## src/rtl/dmac_pkg.sv

```systemverilog
// -----------------------------------------------------------------------------
// dmac_pkg
//   Shared definitions for the multi-channel DMA controller: the controller
//   state encoding and the per-channel transfer-mode constants.
// -----------------------------------------------------------------------------
package dmac_pkg;

   typedef enum logic [2:0] {
      IDLE = 3'd0,
      ARB  = 3'd1,
      BREQ = 3'd2,
      RD   = 3'd3,
      WR   = 3'd4,
      NEXT = 3'd5,
      DONE = 3'd6
   } dmac_state_t;

   // Transfer mode held per channel (cfg_blk encoding)
   localparam logic SINGLE = 1'b0;   // one word per bus grant
   localparam logic BLOCK  = 1'b1;   // keep the bus until the count is exhausted

endpackage

```

## src/rtl/dmac_rr_arb.sv

```systemverilog
// -----------------------------------------------------------------------------
// dmac_rr_arb
//   Combinational round-robin selector. Searches the pending vector starting
//   at last+1 (mod NCH) and returns the first set position.
//
//   Ports
//     pending  in   NCH          channels ready for service
//     last     in   clog2(NCH)   channel served most recently
//     gnt_idx  out  clog2(NCH)   selected channel (0 when nothing pending)
//     gnt_vld  out  1            at least one channel pending
// -----------------------------------------------------------------------------
module dmac_rr_arb #(
   parameter int NCH = 4
) (
   input  logic [NCH-1:0]         pending,
   input  logic [$clog2(NCH)-1:0] last,
   output logic [$clog2(NCH)-1:0] gnt_idx,
   output logic                   gnt_vld
);

   localparam int CHW = $clog2(NCH);

   always_comb begin
      int c;
      c       = 0;
      gnt_idx = '0;
      gnt_vld = 1'b0;
      // Walk from the farthest distance back to the nearest so the closest
      // pending channel after 'last' is the final (winning) assignment.
      for (int k = NCH; k >= 1; k--) begin
         c = int'(last) + k;
         if (c >= NCH) c = c - NCH;
         if (pending[c]) begin
            gnt_idx = CHW'(c);
            gnt_vld = 1'b1;
         end
      end
   end

endmodule

```

## src/rtl/dmac_multi.sv

```systemverilog
// -----------------------------------------------------------------------------
// dmac_multi
//   Multi-channel DMA controller. Each channel holds a source/destination
//   address, word count, mode and enable. Channels with an active peripheral
//   request are served round-robin; each word is moved with one read and one
//   write on a shared memory bus obtained through bus_req/bus_gnt.
//
//   Ports
//     clk      in   1            clock, rising edge
//     rst      in   1            asynchronous reset, active low
//     req      in   NCH          per-channel peripheral request (level)
//     cfg_we   in   1            channel configuration write strobe
//     cfg_ch   in   clog2(NCH)   channel written by cfg_we
//     cfg_src  in   AW           start source address
//     cfg_dst  in   AW           start destination address
//     cfg_len  in   CW           words to move (0 disables the channel)
//     cfg_blk  in   1            BLOCK / SINGLE mode
//     bus_req  out  1            bus request
//     bus_gnt  in   1            bus grant
//     rd_en    out  1            memory read strobe
//     wr_en    out  1            memory write strobe
//     addr     out  AW           memory address
//     wdata    out  DW           memory write data
//     rdata    in   DW           memory read data
//     mem_ack  in   1            memory access acknowledge
//     done     out  NCH          one-cycle completion pulse per channel
//     busy     out  1            controller not idle
//     act_ch   out  clog2(NCH)   channel latched by the last arbitration
// -----------------------------------------------------------------------------
module dmac_multi
   import dmac_pkg::*;
#(
   parameter int NCH = 4,
   parameter int AW  = 16,
   parameter int DW  = 8,
   parameter int CW  = 8
) (
   input  logic                   clk,
   input  logic                   rst,
   input  logic [NCH-1:0]         req,
   input  logic                   cfg_we,
   input  logic [$clog2(NCH)-1:0] cfg_ch,
   input  logic [AW-1:0]          cfg_src,
   input  logic [AW-1:0]          cfg_dst,
   input  logic [CW-1:0]          cfg_len,
   input  logic                   cfg_blk,
   output logic                   bus_req,
   input  logic                   bus_gnt,
   output logic                   rd_en,
   output logic                   wr_en,
   output logic [AW-1:0]          addr,
   output logic [DW-1:0]          wdata,
   input  logic [DW-1:0]          rdata,
   input  logic                   mem_ack,
   output logic [NCH-1:0]         done,
   output logic                   busy,
   output logic [$clog2(NCH)-1:0] act_ch
);

   localparam int CHW = $clog2(NCH);

   dmac_state_t     state, state_nxt;
   logic [CHW-1:0]  act_r;
   logic [CHW-1:0]  last_r;
   logic [DW-1:0]   data_r;

   logic [AW-1:0]   src_r [NCH];
   logic [AW-1:0]   dst_r [NCH];
   logic [CW-1:0]   cnt_r [NCH];
   logic [NCH-1:0]  blk_r;
   logic [NCH-1:0]  en_r;

   logic [NCH-1:0]  pending;
   logic [CHW-1:0]  arb_idx;
   logic            arb_vld;
   logic [CW-1:0]   cnt_dec;
   logic [CHW-1:0]  svc_ch;
   logic            cfg_ok;
   logic            single_release;

   assign pending = req & en_r;

   dmac_rr_arb #(.NCH(NCH)) u_arb (
      .pending (pending),
      .last    (last_r),
      .gnt_idx (arb_idx),
      .gnt_vld (arb_vld)
   );

   assign cnt_dec = cnt_r[act_r] - CW'(1);

   // In ARB the channel being picked is already considered in service, so a
   // write to it cannot slip in between selection and the first word.
   assign svc_ch = (state == ARB) ? arb_idx : act_r;
   assign cfg_ok = cfg_we && !((state != IDLE) && (cfg_ch == svc_ch));

   // NEXT in single mode with words still left: give the bus back.
   assign single_release = (state == NEXT) && (cnt_dec != '0) &&
                           (blk_r[act_r] == SINGLE);

   // ---------------------------------------------------------------------
   // Controller state register
   // ---------------------------------------------------------------------
   always_ff @(posedge clk or negedge rst) begin
      if (!rst) begin
         state  <= IDLE;
         act_r  <= '0;
         last_r <= CHW'(NCH - 1);
         data_r <= '0;
      end else begin
         state <= state_nxt;
         if (state == ARB && arb_vld) act_r <= arb_idx;
         if (state == RD && mem_ack)  data_r <= rdata;
         if (single_release || state == DONE) last_r <= act_r;
      end
   end

   // ---------------------------------------------------------------------
   // Next-state logic
   // ---------------------------------------------------------------------
   always_comb begin
      state_nxt = state;
      case (state)
         IDLE: if (|pending) state_nxt = ARB;
         // Requests may drop between IDLE and ARB; fall back if none remain.
         ARB:  state_nxt = arb_vld ? BREQ : IDLE;
         BREQ: if (bus_gnt) state_nxt = RD;
         RD:   if (mem_ack) state_nxt = WR;
         WR:   if (mem_ack) state_nxt = NEXT;
         NEXT: begin
            if (cnt_dec == '0)                 state_nxt = DONE;
            else if (blk_r[act_r] == BLOCK)    state_nxt = RD;
            else                               state_nxt = IDLE;
         end
         DONE: state_nxt = IDLE;
         default: state_nxt = IDLE;
      endcase
   end

   // ---------------------------------------------------------------------
   // Bus and status outputs, decoded from the current state
   // ---------------------------------------------------------------------
   always_comb begin
      bus_req = (state == BREQ) || (state == RD) || (state == WR) ||
                (state == NEXT);
      rd_en   = (state == RD);
      wr_en   = (state == WR);
      busy    = (state != IDLE);
      addr    = '0;
      wdata   = '0;
      done    = '0;
      case (state)
         RD:   addr = src_r[act_r];
         WR: begin
            addr  = dst_r[act_r];
            wdata = data_r;
         end
         DONE: done[act_r] = 1'b1;
         default: ;
      endcase
   end

   assign act_ch = act_r;

   // ---------------------------------------------------------------------
   // Per-channel registers: configuration load, word advance, completion
   // ---------------------------------------------------------------------
   always_ff @(posedge clk or negedge rst) begin
      if (!rst) begin
         for (int c = 0; c < NCH; c++) begin
            src_r[c] <= '0;
            dst_r[c] <= '0;
            cnt_r[c] <= '0;
         end
         blk_r <= '0;
         en_r  <= '0;
      end else begin
         for (int c = 0; c < NCH; c++) begin
            // cfg_ok already excludes the in-service channel, so a load never
            // collides with the NEXT/DONE updates of the same channel.
            if (cfg_ok && cfg_ch == CHW'(c)) begin
               src_r[c] <= cfg_src;
               dst_r[c] <= cfg_dst;
               cnt_r[c] <= cfg_len;
               blk_r[c] <= (cfg_blk == BLOCK);
               en_r[c]  <= (cfg_len != '0);
            end else if (state == NEXT && act_r == CHW'(c)) begin
               src_r[c] <= src_r[c] + AW'(1);
               dst_r[c] <= dst_r[c] + AW'(1);
               cnt_r[c] <= cnt_dec;
            end else if (state == DONE && act_r == CHW'(c)) begin
               en_r[c] <= 1'b0;
            end
         end
      end
   end

endmodule
```

## config.mk

```make
export PLATFORM = sky130hd
export DESIGN_NAME = dmac_multi
export DESIGN_NICKNAME = d
export VERILOG_FILES = /design/src/rtl/dmac_pkg.sv /design/src/rtl/dmac_rr_arb.sv /design/src/rtl/dmac_multi.sv
export SDC_FILE = /design/constraint.sdc
export NUM_CORES = 1
export LEC_CHECK = 0
export CAP_MARGIN = 25
export CORE_MARGIN = 1
export CORE_UTILIZATION = 45
export CTS_BUF_LIST = sky130_fd_sc_hd__clkbuf_4 sky130_fd_sc_hd__clkbuf_8
export DETAILED_ROUTE_END_ITERATION = 12
export PLACE_DENSITY = 0.73
export SLEW_MARGIN = 20
export SYNTH_ARGS = -nofsm -noshare
export SYNTH_HDL_FRONTEND = slang
export SYNTH_SLANG_ARGS = --single-unit
```

## constraint.sdc

```tcl
create_clock -name clk -period 3.26 [get_ports clk]
set_input_delay 0.489 -clock clk [delete_from_list [all_inputs] [get_ports clk]]
set_output_delay 0.489 -clock clk [all_outputs]
set_load 0.01 [all_outputs]
```

[Word-level counts from Yosys, hierarchy flattened]
Index checks and enable logic that the tools add are counted.
Operators by class
  equal/unequal tests: 21
  bitwise operators: 3
  reductions and logical operators: 45
  muxes and demuxes: 85
  $add $sub $neg: 17
  magnitude comparators: 11
Operators with widths (number)
  $mux W16: 20
  $add A16 B1 Y16 const B: 8
  $ge A32 B4 Y1 const B: 4
  $lt A32 B4 Y1 const B: 4
  $mux W32: 4
  $sub A32 B4 Y32 const B: 4
  $mux W8: 11
  $bmux W16 S2: 2
  $pmux W16 S2: 1
  $mux W1: 26
  $logic_and A1 B1 Y1: 19
  $pmux W3 S6: 1
  $bmux W8 S2: 1
  $reduce_bool A2 Y1: 8
  $reduce_bool A8 Y1: 2
  $mux W3: 5
  $mux W2: 7
  $ne A2 B2 Y1 const B: 6
  $bmux W1 S2: 5
  $eq A3 B3 Y1 const B: 3
  $eq A2 B2 Y1 const B: 4
  $logic_not A8 Y1: 1
  $reduce_and A2 Y1: 4
  $sub A8 B1 Y8 const B: 1
  other kinds (23): 31
Storage, ports and cells
  logic and storage cells: 206
  register bits: 183

[Depth between registers and ports, before layout]
  depth after elaboration: 18
  depth in mapped cells: 10
  depth with buffers taken out: 8

[By module]
Synthesis repeated with hierarchy kept, for this count alone.
Second synthesis, totals
  cell total of the unflattened synthesis: 1147
  area, all modules: 10852.9 µm²
Modules (own cells, without submodules)
  dmac_multi: cells each 1133, sequential area each 4581.9 µm², times used 1, area an instance 10761.6 µm²
  dmac_rr_arb: cells each 14, sequential area each 0.0 µm², times used 1, area an instance 91.3 µm²

[Worst setup path before layout]
No wires, ideal clock.
  kind: reg-to-reg
  from: register act_r[0] (netlist: act_ch[0])
  to: register last_r[0]
  slack: 0.603 ns
  arrival: 2.575 ns
  period minus slack after synthesis: 2.657 ns
  stages on the path, launching flop included: 10
  cells stage by stage: dfrtp_1 buf_6 mux4_1 inv_1 ha_1 nand3_1 xor2_2 nand4_2 a21o_2 mux2_4
On the way
  word-level cells in the longest chain between the ends: 9
  elaborated cells on any way between the ends: 12
  those cells by class: 1 x add/sub; 5 x mux; 2 x bitwise; 4 x reduce/logical
Ends and longest elaborated chain
  from (decl): line dmac_multi.sv:63  | logic [CHW-1:0] act_r;
  from (signal assigned): line dmac_multi.sv:112  | if (state == ARB && arb_vld) act_r <= arb_idx;
  $not A2 Y3 (not written as such): line dmac_multi.sv:90  | assign cnt_dec = cnt_r[act_r] - CW'(1);
  $bmux W8 S2: line dmac_multi.sv:90
  $mux W8 (not written as such) (2 in a row): line dmac_multi.sv:90
  $sub A8 B1 Y8: line dmac_multi.sv:90
  $reduce_bool A8 Y1: line dmac_multi.sv:98  | assign single_release = (state == NEXT) && (cnt_dec != '0) &&
  $logic_and A1 B1 Y1 (2 in a row): line dmac_multi.sv:98
  $logic_or A1 B1 Y1: line dmac_multi.sv:114  | if (single_release || state == DONE) last_r <= act_r;
  to (signal assigned): line dmac_multi.sv:108  | last_r <= CHW'(NCH - 1);
  to (signal assigned): line dmac_multi.sv:114
  to (decl): line dmac_multi.sv:64  | logic [CHW-1:0] last_r;
Parallel ways exist; a longest one is shown, timed or not. The select of a mux whose other input is x is not followed.
A chain may end at the register's enable or synchronous reset.

[Worst setup path in the final report]
  from: register act_r[0] (netlist: act_ch[0])
  to: output port addr[5]
On the way
  word-level cells in the longest chain between the ends: 5
  elaborated cells on any way between the ends: 8
  those cells by class: 7 x mux; 1 x bitwise
Ends and longest elaborated chain
  $not A2 Y3 (not written as such) (*): line dmac_multi.sv:153, dmac_multi.sv:155
  $bmux W16 S2 (on tied branches): line dmac_multi.sv:155, dmac_multi.sv:153
  $mux W16 (on tied branches) (2 in a row): line dmac_multi.sv:155, dmac_multi.sv:153
  $pmux W16 S2 (*): line dmac_multi.sv:152  | case (state)
  to (decl): line dmac_multi.sv:51  | output logic [AW-1:0] addr,
Every way passes the cells marked *; elsewhere a longest branch is shown, timed or not. The select of a mux whose other input is x is not followed.

==> flow_summary.toml <==
[run_status]
status = "finished clean"

[placed_design]
dp.cells = 1511
dp_hpwl_um = 23000
port_buffers = 93
gp_congestion = 0.885
placed_cell_area_um2 = 12300

[global_route]
first_global_vias = 9358
globalRouteMet3Util_pct = 4.27
overflow = 0
use_met2_pct = 42.7
grt_pass1_wl_um = 50200
grt.total_usage_pct = 26.6
grt-busiest-layer = "met2"
grt_start_max_net_pins = 88
grt_antenna_before_repair = 1
gr-usage-met1_pct = 35.5

[power_and_ir_drop]
p_seq_share_pct = 41.9
p_int_mw = 6.60
p_comb_share_pct = 44.5
p_per_area_nw_per_um2 = 897
vdd_drop_max_uv = 528
total_leakage_power_nw = 5.01
p_clk_share_pct = 13.6
power.switching_mw = 4.75
switching_share_pct = 41.9

[die]
start_util_pct = 46.1
die_w_um = 158
io_pins = 94
core_um2 = 23600
die-area_um2 = 24800
fp-row-count = 56
dieHeight_um = 158

[layout]
antennaDiodeCount = 0
fin_area_um2 = 12700
fin_cells = 1542
area.growth.synth_to_final_pct = 16.2
drive_above_1_share_pct = 12.3
fillers = 2073
nNetsFinal = 1280

[cts]
post-cts-setup-buffers = 0
cts_tree = "done"
clock_latency_ns = 0.49
numCtsBuffers = 17
path_clk_slew_ns = 0.10
cts_max_level = 4
postCtsHoldBufs = 0
cts.sinks = 183
cts.path.max_buffers = 2
cts_root_buf = "clkbuf_8"

[synthesis]
ys_warn_count = 0
syn_area_per_cell_um2 = 9.70
synth-seq-cells = 183
ys_top_cells_by_count = "dfrtp_1 (181), nand2_1 (178), nor2_1 (102), o21ai_0 (82), nand3_1 (58)"
synth_cells = 1123
synth_most_common_cell = "dfrtp_1"
synth_area_leader_cell = "dfrtp_1"
ys.flop_type = "dfrtp_1"
synth_async_sr_flop_share_pct = 100
yosysSeqAreaShare_pct = 42.1
syn_nets = 1193
synth_edf_count = 0
netlist_area_um2 = 10900
yosysUniqueCellTypes = 73
synth_top_area_share_pct = 41.6
synth_area_leaders = "dfrtp_1 (42%), mux4_2 (7.6%), nand2_1 (6.1%)"

[critical_path]
critPathKind = "register to output pin"
crit-reg2reg-launch = "act_ch[0]"
crit_path_end_kind = "output pin"
cp_max_fo = 21
worstPathArrival_ns = 2.67
crit_required_ns = 2.77
rr_endpoint = "last_r[0]"
r2r_cells = 8
worst_setup_path_start_kind = "register"
ff2ff_setup_slack_ns = 0.32

[sta]
maxSlewViolCount = 0
fin_crit_sh_pct = 96.8
tightest_slew_ns = 0.767
fmax_mhz = 317
timing_hold_violations_final = 0
setup_viol = 0
period_needed_ns = 3.16
final.setup.tns_ns = 0
relSlewSlack_pct = 48.9
clock_skew_ns = 0.0197
rsz0062_at_grt = "false"

[route]
drt-total-wl_um = 31800
via_per_inst = 6.18
avgRoutedWirePerCell_um = 20.6
first_iter_violations = 979
antenna_left = 0
firstDrtPassIters = 5
vias = 9531
remaining_drc_errors = 0

[hold_path]
hold_path.class = "primary input to asynchronous set/reset pin"

[flow_run]
drv_cap = 0
## sequential cells by signal, indices dropped and copies added (netlist names)
| signal | cells |
|---|---|
| act_ch | 2 |
| cnt_r | 32 |
| last_r | 2 |
| en_r | 4 |
| state | 3 |
| dst_r | 64 |
| blk_r | 4 |
| data_r | 8 |
| src_r | 64 |
## cells in the final DEF, fill, tap and decap left out, types with 23 or more instances in the layout
| cell type | Yosys | layout |
|---|---|---|
| a221o_1 | 55 | 55 |
| a21oi_1 | 26 | 26 |
| dfrtp_1 | 181 | 179 |
| and3_1 | 27 | 27 |
| xor2_1 | 49 | 49 |
| nand2_1 | 178 | 178 |
| a22o_1 | 23 | 23 |
| buf_4 | 4 | 32 |
| o21ai_0 | 82 | 82 |
| clkdlybuf4s50_1 | 0 | 92 |
| mux4_2 | 37 | 37 |
| nand3_1 | 58 | 58 |
| nor2_1 | 102 | 101 |
| xnor2_1 | 25 | 25 |
## logic make-up (layout without fill, tap and decap cells)
logic type                 after synthesis  count (layout)  synth area share, %
DFF                                    183             183                 42.1
xor gates and xnor gates                77              77                 6.50
muxes                                   58              58                 10.3
adders and majority gates               10              10                 1.15
AOI/OAI and AO/OA                      257             257                 16.9
buffers and inverters                   77             177                 3.31
and+or+nand+nor                        461             461                 19.8
## power groups by stage
stage                     Combinational (mW)  Clock [mW]  Sequential, mW
after CTS                               5.03        1.55            4.69
after global routing                    5.48        1.64            4.89
after detailed placement                5.02           0            4.71
final                                   5.06        1.54            4.76
after global placement                  4.88           0            4.68
after floorplan                         3.78           0            4.22
## critical path: stages, from the launching register on
cell,delay (ns)
dfrtp_4,0.56
buf_6,0.29
mux4_2,0.60
a22o_1,0.22
clkdlybuf4s50_1,0.48
## how the worst max path moves through the flow
stage | from | end | slack, ns | cells after the start
finish | act_ch[0] | addr[5] | 0.10 | 4
detailed placement | req[3] | dst_r[62] | 0.15 | 8
CTS | act_ch[0] | addr[9] | 0.02 | 4
global route | act_ch[0] | addr[9] | 0.05 | 4
global placement | req[1] | dst_r[52] | 0.31 | 8
floorplan | act_ch[0] | last_r[0] | 0.60 | 9
## stage by stage
| stage | hold WS [ns] | utilization (%) | setup slack (ns) | power, mW |
|---|---|---|---|---|
| after floorplan | 0.193 | - | 0.603 | 7.99 |
| after global placement | 0.471 | 52.0 | 0.310 | 9.56 |
| after detailed placement | 0.471 | 52.0 | 0.153 | 9.74 |
| after CTS | 0.0862 | 53.6 | 0.0168 | 11.3 |
| after global routing | 0.120 | 53.6 | 0.0513 | 12.0 |
| final | 0.0447 | 53.6 | 0.103 | 11.4 |
## metal layers
| layer | part of all wire (%) | routed length, um |
|---|---|---|
| met4 | 2.8 | 905 |
| met1 | 42 | 13300 |
| met3 | 8.1 | 2590 |
| met2 | 47 | 15100 |
| met5 | 0.038 | 12 |
## timing repair
action | 4_1_cts | 5_1_grt
setup endpoints to repair | 16 | 15
hold endpoints to repair | 0 | 0
gates resized for setup | 1 | 4
## area by class of cell
cell class	count	area, um^2	area share [%]
tap	319	399	3.15
inverter	15	56.3	0.445
clock inverter	12	119	0.939
sequential	183	4590	36.2
clock buffer	20	263	2.08
timing repair buffer	130	1270	10.0
multi-input combinational	863	5970	47.2
Power figures use the tool's default switching activity.
